===== src/rtl/uart_rx_pkg.sv =====
// Shared UART definitions: FSM state encodings and bit-timing helpers, so the
// transmit and receive sides derive identical timing from CLK_FREQ/BAUD_RATE.
package uart_rx_pkg;

   typedef enum logic [2:0] {
      ST_IDLE  = 3'd0,
      ST_START = 3'd1,
      ST_DATA  = 3'd2,
      ST_STOP  = 3'd3,
      ST_BREAK = 3'd4
   } uart_state_t;

   function automatic int calc_clks_per_bit(input int clk_freq, input int baud_rate);
      return clk_freq / baud_rate;
   endfunction

   function automatic int calc_half_bit(input int clk_freq, input int baud_rate);
      return calc_clks_per_bit(clk_freq, baud_rate) / 2;
   endfunction

endpackage


===== src/rtl/uart_rx_sync2.sv =====
// Two-flop synchroniser for an asynchronous level input; resets to 1 so an
// idle-high line does not look like activity right after reset.
module uart_rx_sync2 (
   input  logic clk,
   input  logic reset_n,
   input  logic d,
   output logic q
);

   logic meta;

   always_ff @(posedge clk) begin
      if (!reset_n) begin
         meta <= 1'b1;
         q    <= 1'b1;
      end else begin
         meta <= d;
         q    <= meta;
      end
   end

endmodule


===== src/rtl/uart_rx.sv =====
// 8N1 UART receiver: mid-bit sampling FSM, LSB-first shift register and a
// one-entry holding register with valid/ready handshake plus error pulses.
//
// state    | meaning
// ---------+-------------------------------------------------------------
// ST_IDLE  | line idle, waiting for rx_s low
// ST_START | half-bit wait, confirm start bit is still low
// ST_DATA  | sample 8 data bits at mid-period, LSB first
// ST_STOP  | sample stop bit; high delivers byte, low flags framing error
// ST_BREAK | line held low after bad stop bit; wait for it to go high
module uart_rx
   import uart_rx_pkg::*;
#(
   parameter int CLK_FREQ  = 100_000_000,
   parameter int BAUD_RATE = 115200
) (
   input  logic       clk,
   input  logic       reset_n,
   input  logic       rx,
   output logic [7:0] rx_data,
   output logic       rx_valid,
   input  logic       rx_ready,
   output logic       frame_err,
   output logic       overrun,
   output logic       busy
);

   localparam int CLKS_PER_BIT = calc_clks_per_bit(CLK_FREQ, BAUD_RATE);
   localparam int HALF_BIT     = calc_half_bit(CLK_FREQ, BAUD_RATE);
   localparam int CNT_W        = $clog2(CLKS_PER_BIT);

   localparam logic [CNT_W-1:0] CNT_LAST = CNT_W'(CLKS_PER_BIT - 1);
   localparam logic [CNT_W-1:0] CNT_HALF = CNT_W'(HALF_BIT - 1);

   uart_state_t      state, state_nxt;
   logic             rx_s;
   logic [CNT_W-1:0] clk_cnt;
   logic [2:0]       bit_idx;
   logic [7:0]       shreg;
   logic             deliver;

   logic cnt_clr, cnt_inc, bit_clr, bit_inc, shift_en, stop_good, stop_bad;

   uart_rx_sync2 u_sync (
      .clk     (clk),
      .reset_n (reset_n),
      .d       (rx),
      .q       (rx_s)
   );

   always_ff @(posedge clk) begin
      if (!reset_n) state <= ST_IDLE;
      else          state <= state_nxt;
   end

   always_comb begin
      state_nxt = state;
      cnt_clr   = 1'b0;
      cnt_inc   = 1'b0;
      bit_clr   = 1'b0;
      bit_inc   = 1'b0;
      shift_en  = 1'b0;
      stop_good = 1'b0;
      stop_bad  = 1'b0;
      unique case (state)
         ST_IDLE: begin
            cnt_clr = 1'b1;
            if (!rx_s) state_nxt = ST_START;
         end
         ST_START: begin
            if (clk_cnt == CNT_HALF) begin
               cnt_clr = 1'b1;
               bit_clr = 1'b1;
               state_nxt = rx_s ? ST_IDLE : ST_DATA;
            end else begin
               cnt_inc = 1'b1;
            end
         end
         ST_DATA: begin
            if (clk_cnt == CNT_LAST) begin
               cnt_clr  = 1'b1;
               shift_en = 1'b1;
               if (bit_idx == 3'd7) state_nxt = ST_STOP;
               else                 bit_inc   = 1'b1;
            end else begin
               cnt_inc = 1'b1;
            end
         end
         ST_STOP: begin
            if (clk_cnt == CNT_LAST) begin
               cnt_clr = 1'b1;
               if (rx_s) begin
                  stop_good = 1'b1;
                  state_nxt = ST_IDLE;
               end else begin
                  stop_bad  = 1'b1;
                  state_nxt = ST_BREAK;
               end
            end else begin
               cnt_inc = 1'b1;
            end
         end
         ST_BREAK: begin
            cnt_clr = 1'b1;
            if (rx_s) state_nxt = ST_IDLE;
         end
         default: begin
            cnt_clr   = 1'b1;
            state_nxt = ST_IDLE;
         end
      endcase
   end

   always_ff @(posedge clk) begin
      if (!reset_n) begin
         clk_cnt <= '0;
         bit_idx <= 3'd0;
         shreg   <= 8'h00;
      end else begin
         if (cnt_clr)      clk_cnt <= '0;
         else if (cnt_inc) clk_cnt <= clk_cnt + 1'b1;
         if (bit_clr)      bit_idx <= 3'd0;
         else if (bit_inc) bit_idx <= bit_idx + 3'd1;
         if (shift_en)     shreg   <= {rx_s, shreg[7:1]};
      end
   end

   // Delivery happens the cycle after the stop-bit sample; shreg is untouched
   // until the next frame reaches DATA, so it is still valid here.
   always_ff @(posedge clk) begin
      if (!reset_n) begin
         deliver   <= 1'b0;
         rx_data   <= 8'h00;
         rx_valid  <= 1'b0;
         frame_err <= 1'b0;
         overrun   <= 1'b0;
      end else begin
         deliver   <= stop_good;
         frame_err <= stop_bad;
         overrun   <= 1'b0;
         if (deliver) begin
            if (!rx_valid || rx_ready) begin
               rx_data  <= shreg;
               rx_valid <= 1'b1;
            end else begin
               overrun <= 1'b1;
            end
         end else if (rx_valid && rx_ready) begin
            rx_valid <= 1'b0;
         end
      end
   end

   assign busy = (state != ST_IDLE);

endmodule


===== config.mk =====
export PLATFORM = sky130hd
export DESIGN_NAME = uart_rx
export DESIGN_NICKNAME = d
export VERILOG_FILES = /design/src/rtl/uart_rx_pkg.sv /design/src/rtl/uart_rx_sync2.sv /design/src/rtl/uart_rx.sv
export SDC_FILE = /design/constraint.sdc
export NUM_CORES = 1
export LEC_CHECK = 0
export ABC_AREA = 1
export CAP_MARGIN = 20
export CORE_MARGIN = 8
export CORE_UTILIZATION = 58
export DETAILED_ROUTE_END_ITERATION = 7
export PLACE_DENSITY = 0.81
export SLEW_MARGIN = 10
export SYNTH_ARGS = -nofsm -noshare
export SYNTH_HDL_FRONTEND = slang
export SYNTH_SLANG_ARGS = --single-unit

===== constraint.sdc =====
create_clock -name clk -period 3.04 [get_ports clk]
set_input_delay 0.76 -clock clk [delete_from_list [all_inputs] [get_ports clk]]
set_output_delay 0.76 -clock clk [all_outputs]
set_load 0.02 [all_outputs]

==> impl_metrics.tcl <==
set metrics [dict create \
    grt-ovfl-total 0 \
    fin_skew_ns 0.0102 \
    slew_viol_final 0 \
    hold_buffers 0 \
    syn_inst 234 \
    grt_max_degree 23 \
    dpl_cell_area_mm2 0.00186 \
    worst_path_max_delay_cell "clkdlybuf4s50_1" \
    grt_usage_pct 13.5 \
    power_density_mw_per_mm2 622 \
    status "finished, final reports clean" \
    min_period_over_period_pct 76.0 \
    grt_pass1_wl_um 5500 \
    synthTopCellsByArea "dfxtp_1 45%, nor2_1 9.6%, nand2_1 8.7%" \
    die_w_um 69.9 \
    rsz0062_at_grt "no" \
    insertion_delay_ns 0.34 \
    start_util_pct 61.1 \
    grt_pass1_vias 1228 \
    portBuffers 15 \
    startpoint_type "flip-flop" \
    clock_sinks 38 \
    synth_top_area_share_pct 45.1 \
    post_cts_buffers 0 \
    dp_hpwl_um 2280 \
    critPathCaptureType "output port" \
    wire_per_inst_um 11.1 \
    p_leak_nw 0.832 \
    hp-class "flip-flop to flip-flop" \
    fillers 245 \
    die_height_um 69.9 \
    cts_tree "done" \
    vdd_drop_max_mv 0.559 \
    vias 1427 \
    crit_arrival_ns 1.55 \
    htree_num_levels 2 \
    ys_ff_latch 38 \
    drt_iter0_drc 133 \
    cts.reportedPaths.clkPinSlew_ns 0.11 \
    drive_gt1_share_pct 8.30 \
    post-route-min-period_ns 2.31 \
    fin_cells 284 \
    final_common_cell "nor2_1" \
    slew_headroom_pct 65.8 \
    cp_max_fo 4 \
    rr_worst_depth 8 \
    gp_congestion 0.883 \
    cts_resized 0 \
    regArea_um2 761 \
    worstPathRequired_ns 2.28 \
    wirelength_um 3160 \
    setup_violations 0 \
    cts_buffers 5 \
    design_area_mm2 0.00194 \
    synth_area_per_cell_um2 7.20 \
    synth_nets 242 \
    yosys_warnings 0 \
    rrSetupSlack_ns 1.17 \
    netlist_area_mm2 0.00169 \
    pin_count 16 \
    clock_path_buffers 2 \
    antennaDiodeCount 0 \
    drc 0 \
    place_inst 277 \
    tns_ns 0 \
    worst_pin_slew_ns 0.507 \
    hold_viol 0 \
    max_freq_ghz 0.433 \
    ant_nets 0 \
    multiInputGateArea_um2 767 \
    coreArea_mm2 0.00276 \
    antenna_found_initial 0 \
    maxCapViolations 0 \
    timing.hold.ws_ns 0.443 \
    seq_area_frac_synth_pct 45.1 \
    dieArea_mm2 0.00489 \
    layout_common_cells "43 x nor2_1, 39 x nand2_1, 38 x dfxtp_1" \
    whs_path_depth 1 \
    slowest_delay_ns 0.54 \
    synthToLayoutAreaGrowth_pct 15.1 \
    crit_type "flip-flop to output port" \
    drt-vias-per-instance 5.02 \
    yosysUniqueCellTypes 27 \
    nets 261 \
    power_w 0.00121 \
    cts_root_buf "clkbuf_4" \
    synth_largest_area_cell "dfxtp_1" \
    first_pass_iters 4 \
    path_cells "nor2_1, nand2_1, clkdlybuf4s50_1" \
    row_count 19 \
]
-- path summary, 6_finish.rpt --
path / start / endpoint
min reg2reg: u_sync.meta / u_sync.q
min: u_sync.meta / u_sync.q
max reg2reg: clk_cnt[0] / bit_idx[0]
max: state[2] / busy
-- synth_stat cells --
cell / count
nand2_1: 39
dfxtp_1: 38
nor2_1: 43
buf_6: 1
nor2_2: 2
buf_1: 1
nand2_2: 3
o21bai_1: 1
clkbuf_1: 2
or2_2: 2
nor2_4: 1
ha_1: 4
o21ai_1: 1
o211ai_1: 1
o21ai_0: 19
inv_1: 31
a21oi_1: 16
xnor2_1: 2
or2_0: 1
nor3b_1: 1
nor3_1: 5
buf_4: 1
nand3_1: 11
nor2_8: 1
nand4_1: 2
o21a_1: 2
inv_2: 3
-- sequential cells by signal, indices dropped and copies added (netlist names) --
signal	count
rx_data	8
u_sync.meta	1
rx_valid	1
clk_cnt	10
shreg	8
state	3
deliver	1
bit_idx	3
u_sync.q	1
overrun	1
frame_err	1
-- layer usage --
layer | track usage, % | wire [um]
met5 | 0 | 0
met4 | 6.03 | 53
met3 | 4.66 | 164
met2 | 20.0 | 1350
met1 | 17.2 | 1590
-- cell families (layout without fill, tap and decap cells) --
family / Yosys count / after routing / share of synthesized area (%)
xor gates and xnor gates: 2 / 2 / 1.04
DFF: 38 / 38 / 45.1
adders and majority gates: 4 / 4 / 2.97
buffers and inverters: 39 / 58 / 9.35
AOI/OAI and AO/OA: 40 / 40 / 12.5
and+or+nand+nor: 111 / 111 / 29.0
-- through the flow --
| step | worst slack (ns) | utilization, % |
|---|---|---|
| floorplan | 1.55 | - |
| global placement | 1.00 | 67.4 |
| detailed placement | 0.968 | 67.4 |
| CTS | 0.717 | 70.4 |
| global route | 0.627 | 70.4 |
| finish | 0.729 | 70.4 |
-- final cells by class --
class | count | area share, %
inverters | 34 | 6.58
repair buffers | 17 | 8.51
multi-input cells | 157 | 39.5
flip-flops and latches | 38 | 39.2
well taps | 31 | 2.00
clock inverters | 1 | 1.55
clock buffers | 6 | 2.64
-- where the power goes --
| part | total [W] | switching (W) | internal (W) |
|---|---|---|---|
| logic | 0.000304 | 0.000205 | 0.0000986 |
| registers | 0.000552 | 0.0000269 | 0.000525 |
| clock network | 0.000352 | 0.000161 | 0.000191 |
-- critical path, delay by kind of cell (launching register included) --
kind	cells	cell delay (ns)
AND/OR/NAND/NOR	2	0.30
buffers and inverters	1	0.54
flip-flops	1	0.36
(Power assumes the default switching activity.)
